===== src/rtl/mult_pkg.sv =====
// Shared constants and helpers for the radix-4 Booth multiplier pipeline.
//   EXT_BITS : extra operand bits so signed and unsigned operands share one datapath
//   STAGES   : number of register stages (partial products, sum/carry, final sum)
//   ext_w()  : extended operand width (WIDTH+2)
//   n_pp()   : number of radix-4 Booth partial products
package mult_pkg;
  localparam int EXT_BITS = 2;
  localparam int STAGES   = 3;

  function automatic int ext_w(input int w);
    return w + EXT_BITS;
  endfunction

  function automatic int n_pp(input int w);
    return (w + EXT_BITS) / 2;
  endfunction
endpackage


===== src/rtl/booth4_pp_gen.sv =====
// Radix-4 Booth partial-product generator.
//   a, b : multiplicand / multiplier (WIDTH bits)
//   sgn  : 1 = two's-complement operands, 0 = unsigned
//   pp   : NPP partial products, WIDTH+3 bits each, MSB inverted
// Inverting the MSB turns each signed partial product p into p + 2^(PPW-1),
// an unsigned value; the parent adds one constant row that cancels all the
// 2^(PPW-1) offsets, so no sign extension is needed in the tree.
module booth4_pp_gen
  import mult_pkg::*;
#(
  parameter  int WIDTH = 16,
  localparam int NPP   = n_pp(WIDTH),
  localparam int PPW   = ext_w(WIDTH) + 1
) (
  input  logic [WIDTH-1:0]          a,
  input  logic [WIDTH-1:0]          b,
  input  logic                      sgn,
  output logic [NPP-1:0][PPW-1:0]   pp
);
  localparam int E = ext_w(WIDTH);

  logic [E-1:0]   a_ext, b_ext;
  logic [E:0]     b_pad;
  logic [PPW-1:0] a_one, a_two;

  // Extending both operands to E bits lets one signed Booth recoding
  // cover the unsigned case too (top digits then see zeros).
  assign a_ext = {{EXT_BITS{sgn & a[WIDTH-1]}}, a};
  assign b_ext = {{EXT_BITS{sgn & b[WIDTH-1]}}, b};
  assign b_pad = {b_ext, 1'b0};
  assign a_one = {a_ext[E-1], a_ext};
  assign a_two = {a_ext, 1'b0};

  for (genvar i = 0; i < NPP; i++) begin : g_pp
    logic [2:0]     dig;
    logic           neg, one, two;
    logic [PPW-1:0] mag, val;

    assign dig = b_pad[2*i+2 -: 3];
    assign neg = dig[2];
    assign one = dig[1] ^ dig[0];
    assign two = (dig == 3'b011) | (dig == 3'b100);
    assign mag = two ? a_two : (one ? a_one : '0);
    assign val = neg ? -mag : mag;
    assign pp[i] = {~val[PPW-1], val[PPW-2:0]};
  end
endmodule


===== src/rtl/booth4_mult_pipe.sv =====
// Three-stage pipelined radix-4 Booth multiplier with valid/ready handshake.
//   sys_clk, sys_rst          : clock, async active-high reset
//   in_valid/in_ready         : operand handshake; in_signed, A_NUM, B_NUM, in_tag
//   out_valid/out_ready       : result handshake; C_NUM (2*WIDTH), out_tag
// S1: Booth partial products, S2: Wallace sum/carry, S3: final sum.
// Each stage advances when empty or when the next stage advances, so
// bubbles are always filled and a stalled result stays on C_NUM.
module booth4_mult_pipe
  import mult_pkg::*;
#(
  parameter int WIDTH = 16,
  parameter int TAG_W = 4
) (
  input  logic                 sys_clk,
  input  logic                 sys_rst,
  input  logic                 in_valid,
  output logic                 in_ready,
  input  logic                 in_signed,
  input  logic [WIDTH-1:0]     A_NUM,
  input  logic [WIDTH-1:0]     B_NUM,
  input  logic [TAG_W-1:0]     in_tag,
  output logic                 out_valid,
  input  logic                 out_ready,
  output logic [2*WIDTH-1:0]   C_NUM,
  output logic [TAG_W-1:0]     out_tag
);
  localparam int NPP  = n_pp(WIDTH);
  localparam int PPW  = ext_w(WIDTH) + 1;
  localparam int PW   = 2 * WIDTH;
  localparam int NROW = NPP + 1;   // partial products plus correction row

  // Rows left after lv levels of 3:2 compression.
  function automatic int rows_after(input int r, input int lv);
    int n = r;
    for (int i = 0; i < lv; i++) n = 2 * (n / 3) + n % 3;
    return n;
  endfunction

  function automatic int csa_levels(input int r);
    int n = r;
    int l = 0;
    while (n > 2) begin
      n = 2 * (n / 3) + n % 3;
      l++;
    end
    return l;
  endfunction

  // Cancels the 2^(PPW-1) offset introduced by each inverted-MSB row.
  function automatic logic [PW-1:0] corr_row();
    logic [PW-1:0] k = '0;
    for (int i = 0; i < NPP; i++)
      if (PPW - 1 + 2 * i < PW) k = k - (PW'(1) << (PPW - 1 + 2 * i));
    return k;
  endfunction

  localparam int            NLVL = csa_levels(NROW);
  localparam logic [PW-1:0] CORR = corr_row();

  logic [NPP-1:0][PPW-1:0] pp, s1_pp;
  logic [STAGES:1]         vld;
  logic [TAG_W-1:0]        s1_tag, s2_tag;
  logic [PW-1:0]           s2_sum, s2_cry;
  logic                    adv1, adv2, adv3;
  logic [PW-1:0]           tree [NLVL+1][NROW];

  booth4_pp_gen #(.WIDTH(WIDTH)) u_pp (
    .a   (A_NUM),
    .b   (B_NUM),
    .sgn (in_signed),
    .pp  (pp)
  );

  assign adv3      = ~vld[3] | out_ready;
  assign adv2      = ~vld[2] | adv3;
  assign adv1      = ~vld[1] | adv2;
  assign in_ready  = adv1 & ~sys_rst;
  assign out_valid = vld[3];

  // Wallace tree: level 0 is the aligned partial products plus correction;
  // each later level compresses groups of three rows into sum/carry and
  // passes the leftover rows through. Unused row slots are tied to zero.
  for (genvar lv = 0; lv <= NLVL; lv++) begin : g_lvl
    if (lv == 0) begin : g_in
      for (genvar r = 0; r < NPP; r++) begin : g_row
        assign tree[0][r] = {{(PW-PPW){1'b0}}, s1_pp[r]} << (2 * r);
      end
      assign tree[0][NPP] = CORR;
    end else begin : g_csa
      localparam int RP = rows_after(NROW, lv - 1);
      localparam int R  = rows_after(NROW, lv);
      for (genvar g = 0; g < RP / 3; g++) begin : g_fa
        logic [PW-1:0] x, y, z;
        assign x = tree[lv-1][3*g];
        assign y = tree[lv-1][3*g+1];
        assign z = tree[lv-1][3*g+2];
        assign tree[lv][2*g]   = x ^ y ^ z;
        assign tree[lv][2*g+1] = ((x & y) | (x & z) | (y & z)) << 1;
      end
      for (genvar r = 0; r < RP % 3; r++) begin : g_pass
        assign tree[lv][2*(RP/3)+r] = tree[lv-1][3*(RP/3)+r];
      end
      for (genvar r = R; r < NROW; r++) begin : g_zero
        assign tree[lv][r] = '0;
      end
    end
  end

  always_ff @(posedge sys_clk or posedge sys_rst) begin
    if (sys_rst) begin
      vld     <= '0;
      s1_pp   <= '0;
      s1_tag  <= '0;
      s2_sum  <= '0;
      s2_cry  <= '0;
      s2_tag  <= '0;
      C_NUM   <= '0;
      out_tag <= '0;
    end else begin
      // Data only loads with a valid operation so C_NUM keeps the last result.
      if (adv1) begin
        vld[1] <= in_valid;
        if (in_valid) begin
          s1_pp  <= pp;
          s1_tag <= in_tag;
        end
      end
      if (adv2) begin
        vld[2] <= vld[1];
        if (vld[1]) begin
          s2_sum <= tree[NLVL][0];
          s2_cry <= tree[NLVL][1];
          s2_tag <= s1_tag;
        end
      end
      if (adv3) begin
        vld[3] <= vld[2];
        if (vld[2]) begin
          C_NUM   <= s2_sum + s2_cry;
          out_tag <= s2_tag;
        end
      end
    end
  end
endmodule


===== config.mk =====
export PLATFORM = sky130hd
export DESIGN_NAME = booth4_mult_pipe
export DESIGN_NICKNAME = d
export VERILOG_FILES = /design/src/rtl/mult_pkg.sv /design/src/rtl/booth4_pp_gen.sv /design/src/rtl/booth4_mult_pipe.sv
export SDC_FILE = /design/constraint.sdc
export NUM_CORES = 1
export LEC_CHECK = 0
export ABC_AREA = 1
export ABC_CLOCK_PERIOD_IN_PS = 27400
export CAP_MARGIN = 20
export CORE_AREA = 2 2 225 227
export CTS_CLUSTER_SIZE = 12
export DETAILED_ROUTE_END_ITERATION = 12
export DIE_AREA = 0 0 227 229
export HOLD_SLACK_MARGIN = 0.15
export SYNTH_ARGS = -nofsm -noshare
export SYNTH_HDL_FRONTEND = slang
export SYNTH_SLANG_ARGS = --single-unit

===== constraint.sdc =====
create_clock -name sys_clk -period 27.4 [get_ports sys_clk]
set_input_delay 5.48 -clock sys_clk [delete_from_list [all_inputs] [get_ports sys_clk]]
set_output_delay 5.48 -clock sys_clk [all_outputs]
set_load 0.03 [all_outputs]

# After elaboration in Yosys (flattened, before gate mapping)
# Index checks and enable logic that the tools add are counted.
# totals
regBits,277
out_inout_bits,38
# classes
n_addsub,10
n_eq_ne,17
mux,27
n_bitwise,87
reduce_logical,3
# op_table
operator,n
$mux 19,21
$and 31x31->31,8
$or 31x31->31,7
$xor 32x32->32,5
$neg 19->19,7
$and 30x31->31,3
$xor 30x32->32,2
$or 31x30->31,2
$or 29x29->29,2
$mux 18,3
$mux 16,3
$add 32x32->32,1
$xor 31x32->32,1
$and 29x31->31,1
$or 30x31->31,1
$and 29x30->30,1
$xor 29x30->30,1
$and 23x29->29,1
$and 24x29->29,1
$and 25x29->29,1
$and 27x29->29,1
$or 24x29->29,1
$or 27x29->29,1
$xor 24x29->29,1
23 further kinds,68

# Depth between registers and ports, before layout
# logic_depth
depth_word,15
ltp_mapped,18
depth_no_buf,16

# Hierarchy
# A second synthesis with hierarchy kept.
# unflattened
cells_unflattened,3103
area_unflattened_um2,23331.1
# by_module_without_submodules
module,n_inst,cells_per_inst,area_each_um2,seq_area_each_um2
booth4_mult_pipe,1,1389,15611.2,6781.5
booth4_pp_gen,1,1714,7719.9,0.0

# Worst setup path after synthesis
# OpenSTA, ideal clock, no wires.
# synth_timing
path_kind,input port to output port
start,input port sys_rst
end,output port in_ready
arrival_time_ns,11.651
t_required_ns,21.920
path_slack_ns,10.269
cell_stages,3
path_buffers,0
cell_sequence,inv_1 > nand2_1 > inv_1
# synth_between
elab_chain_len,2
# synth_rtl
element,line_no,source
"start, declared",booth4_mult_pipe.sv:15,"input logic sys_rst,"
$not 1->1,booth4_mult_pipe.sv:77,assign in_ready = adv1 & ~sys_rst;
$and 1x1->1,booth4_mult_pipe.sv:77,
"end, declared",booth4_mult_pipe.sv:17,"output logic in_ready,"
# Every way passes these cells.

# Worst setup path in the final report
# Ends and elaborated chain as after synthesis.

==> results.yml <==
finish:
  area_growth_pct: 10.0
  final_area_um2: 24300
  fin_nets: 3276
  final_cells: 3712
  drive_gt1_frac: 0.0773
  final_common_cell: "nand2_1"
  final_cell_mix: "nand2_1, inv_1, dfrtp_1"
  diodes: 0
sta:
  slew_headroom: 0.283
  tightestPinTransition_ps: 1070
  fin_crit_sh: 0.471
  hold_viol: 0
  tns_ps: 0
  hold_slack_ps: 476
  rsz0062_at_grt: "no"
  drv_slew: 0
  setup_viol: 0
  fin_crit_ps: 12920
  max_freq_ghz: 0.0774
  fin_skew_ps: 17.1
min_path:
  hold_start: "C_NUM[24]"
  hold_path.class: "reg -> reg"
power_and_ir_drop:
  p_switching_w: 0.00114
  total_power_w: 0.00258
  seqPwrFrac: 0.238
  cellLeakagePower_nw: 12.8
  combPwrFrac: 0.588
  vdd_drop_max_v: 0.0000777
  p_sw_frac: 0.443
  p_per_area_nw_per_um2: 106
  clock_power_share: 0.174
  intPower_w: 0.00144
floorplanning:
  core-area_um2: 49700
  die_w_um: 227
  die-area_um2: 52000
  fp-row-count: 82
  initial_utilization: 0.445
  die_h_um: 229
  pin_count: 79
synthesis:
  synth-edff-count: 0
  synth-main-ff-cell: "dfrtp_1"
  avgSynthCellArea_um2: 7.34
  synth.area.top_cells: "dfrtp_1, nand2_1, fa_1"
  synthDistinctLibCells: 46
  synth_area_um2: 22100
  yosysWarnings: 0
  yosysSeqAreaShare: 0.307
  synth_nets: 3268
  synth_area_leader_cell: "dfrtp_1"
  async_reset_ff_frac: 1.00
  synth_cells: 3009
  ys_ff_latch: 271
  netlist.area_leader.share: 0.307
setup_path:
  crit_chain: "clkdlybuf4s50_1, inv_8, nand2_1, inv_1, clkdlybuf4s50_1"
  cp-end-kind: "output pin"
  critPathMaxFanout: 123
  setup.worst_path.class: "in -> out"
  r2r_start: "vld[3]"
  crit_start: "sys_rst"
  critPathArrivalTime_ps: 7440
  critPathMaxStageDelay_ps: 660
  start_kind: "primary input"
  crit_top_cell: "clkdlybuf4s50_1"
  critPathSlowestCell: "clkdlybuf4s50_1"
  cp.required_ps: 21920
run:
  maxCapViolations: 0
drt:
  drcViolationCount: 0
  firstDrtPassIters: 6
  vias: 19400
  ant_nets: 0
  wire_per_inst_um: 17.5
  first_iter_violations: 1409
  routed_wl_um: 65100
  via_per_inst: 5.21
global_routing:
  grt_util_all_layers: 0.255
  grt_pass1_vias: 18500
  antenna_found_initial: 0
  grt_pass1_wl_um: 103000
  grt-ovfl-total: 0
  grt_max_degree: 124
clock_tree:
  root_buffer: "clkbuf_16"
  clkSlewWorstSetupHoldPaths_ps: 60
  cts_buffer_depth: 3
  cts_hold_buf: 0
  cts_resized: 0
  cts_tree: "yes"
  post_cts_buffers: 0
  insertion_delay_ps: 580
  cts-htree-levels: 1
  clock-sinks: 271
  cts_buffers: 31
placement:
  dpl_cell_area_um2: 23200
  place_inst: 3655
  port_buffers: 78
  gp_congestion: 0.909
  dp_hpwl_um: 47900
status:
  outcome: "finished clean"
[cells in the mapped netlist, types with 36 or more instances]
master	number
fa_1	107
o21ai_0	151
nor2_1	191
a21oi_1	52
ha_1	111
buf_2	52
nand3_1	229
nand2_1	1050
clkbuf_1	36
dfrtp_1	271
nand2_2	42
nand4_1	55
inv_1	344
xor2_1	37
[final cells by class]
cell class	count	area, um2
Sequential cell	271	6780
Inverter	358	1370
Timing Repair Buffer	101	973
Tap cell	672	841
Clock buffer	40	830
Clock inverter	16	262
Fill cell	4969	25400
Multi-Input combinational cell	2254	13200
[final timing paths]
kind,to,slack [ps],depth (start not counted)
setup / recovery,in_ready,14480,5
hold / removal,C_NUM[24],480,2
setup reg to reg,g_lvl[1].g_csa.g_fa[1].x[7],23980,9
hold reg to reg,C_NUM[24],480,2
max in group asynchronous,g_lvl[1].g_csa.g_fa[0].x[10],20400,3
min in group asynchronous,s1_tag[1],5460,2
[kinds of logic (layout without fill, tap and decap cells)]
kind of cell	after synthesis	in the layout	synth area share
adder cells (fa/ha/maj)	218	218	0.160
multiplexers	35	35	0.0179
AND/OR/NAND/NOR	1658	1658	0.328
XOR/XNOR	64	64	0.0254
flip-flops	271	271	0.307
AO/OA/AOI/OAI	279	279	0.0682
buffers and inverters	484	515	0.0939
[critical path, delay by kind of cell]
| family | cells | cell delay [ps] |
|---|---|---|
| buffers and inverters | 4 | 1830 |
| and+or+nand+nor | 1 | 120 |
[per-layer routing]
layer  share of wire  GRT usage
met1            0.45      0.357
met2            0.45      0.404
met3           0.064     0.0300
met4           0.042     0.0976
met5               0          0
[flip-flops by register name, summed over array words and instances, names as in the netlist]
name	flops
C_NUM	32
g_lvl.g_csa.g_fa.x	57
g_lvl.g_csa.g_fa.y	56
g_lvl.g_csa.g_fa.z	54
out_tag	4
s1_tag	4
s2_cry	25
s2_sum	32
s2_tag	4
vld	3
[metrics by stage]
| step | utilization | worst slack [ps] |
|---|---|---|
| floorplan | - | 10270 |
| global placement | 0.467 | 14340 |
| detailed placement | 0.467 | 14400 |
| CTS | 0.489 | 14380 |
| global route | 0.489 | 14250 |
| finish | 0.489 | 14480 |
[power by group through the flow]
stage	clock (W)	sequential (W)	combinational, W
after floorplan	0	0.000648	0.000992
after global placement	0	0.000619	0.00148
after detailed placement	0	0.000622	0.00151
after CTS	0.000458	0.000615	0.00153
after global routing	0.000474	0.000629	0.00175
final	0.000449	0.000614	0.00152
Note: power is estimated with default switching activity, not from simulation.
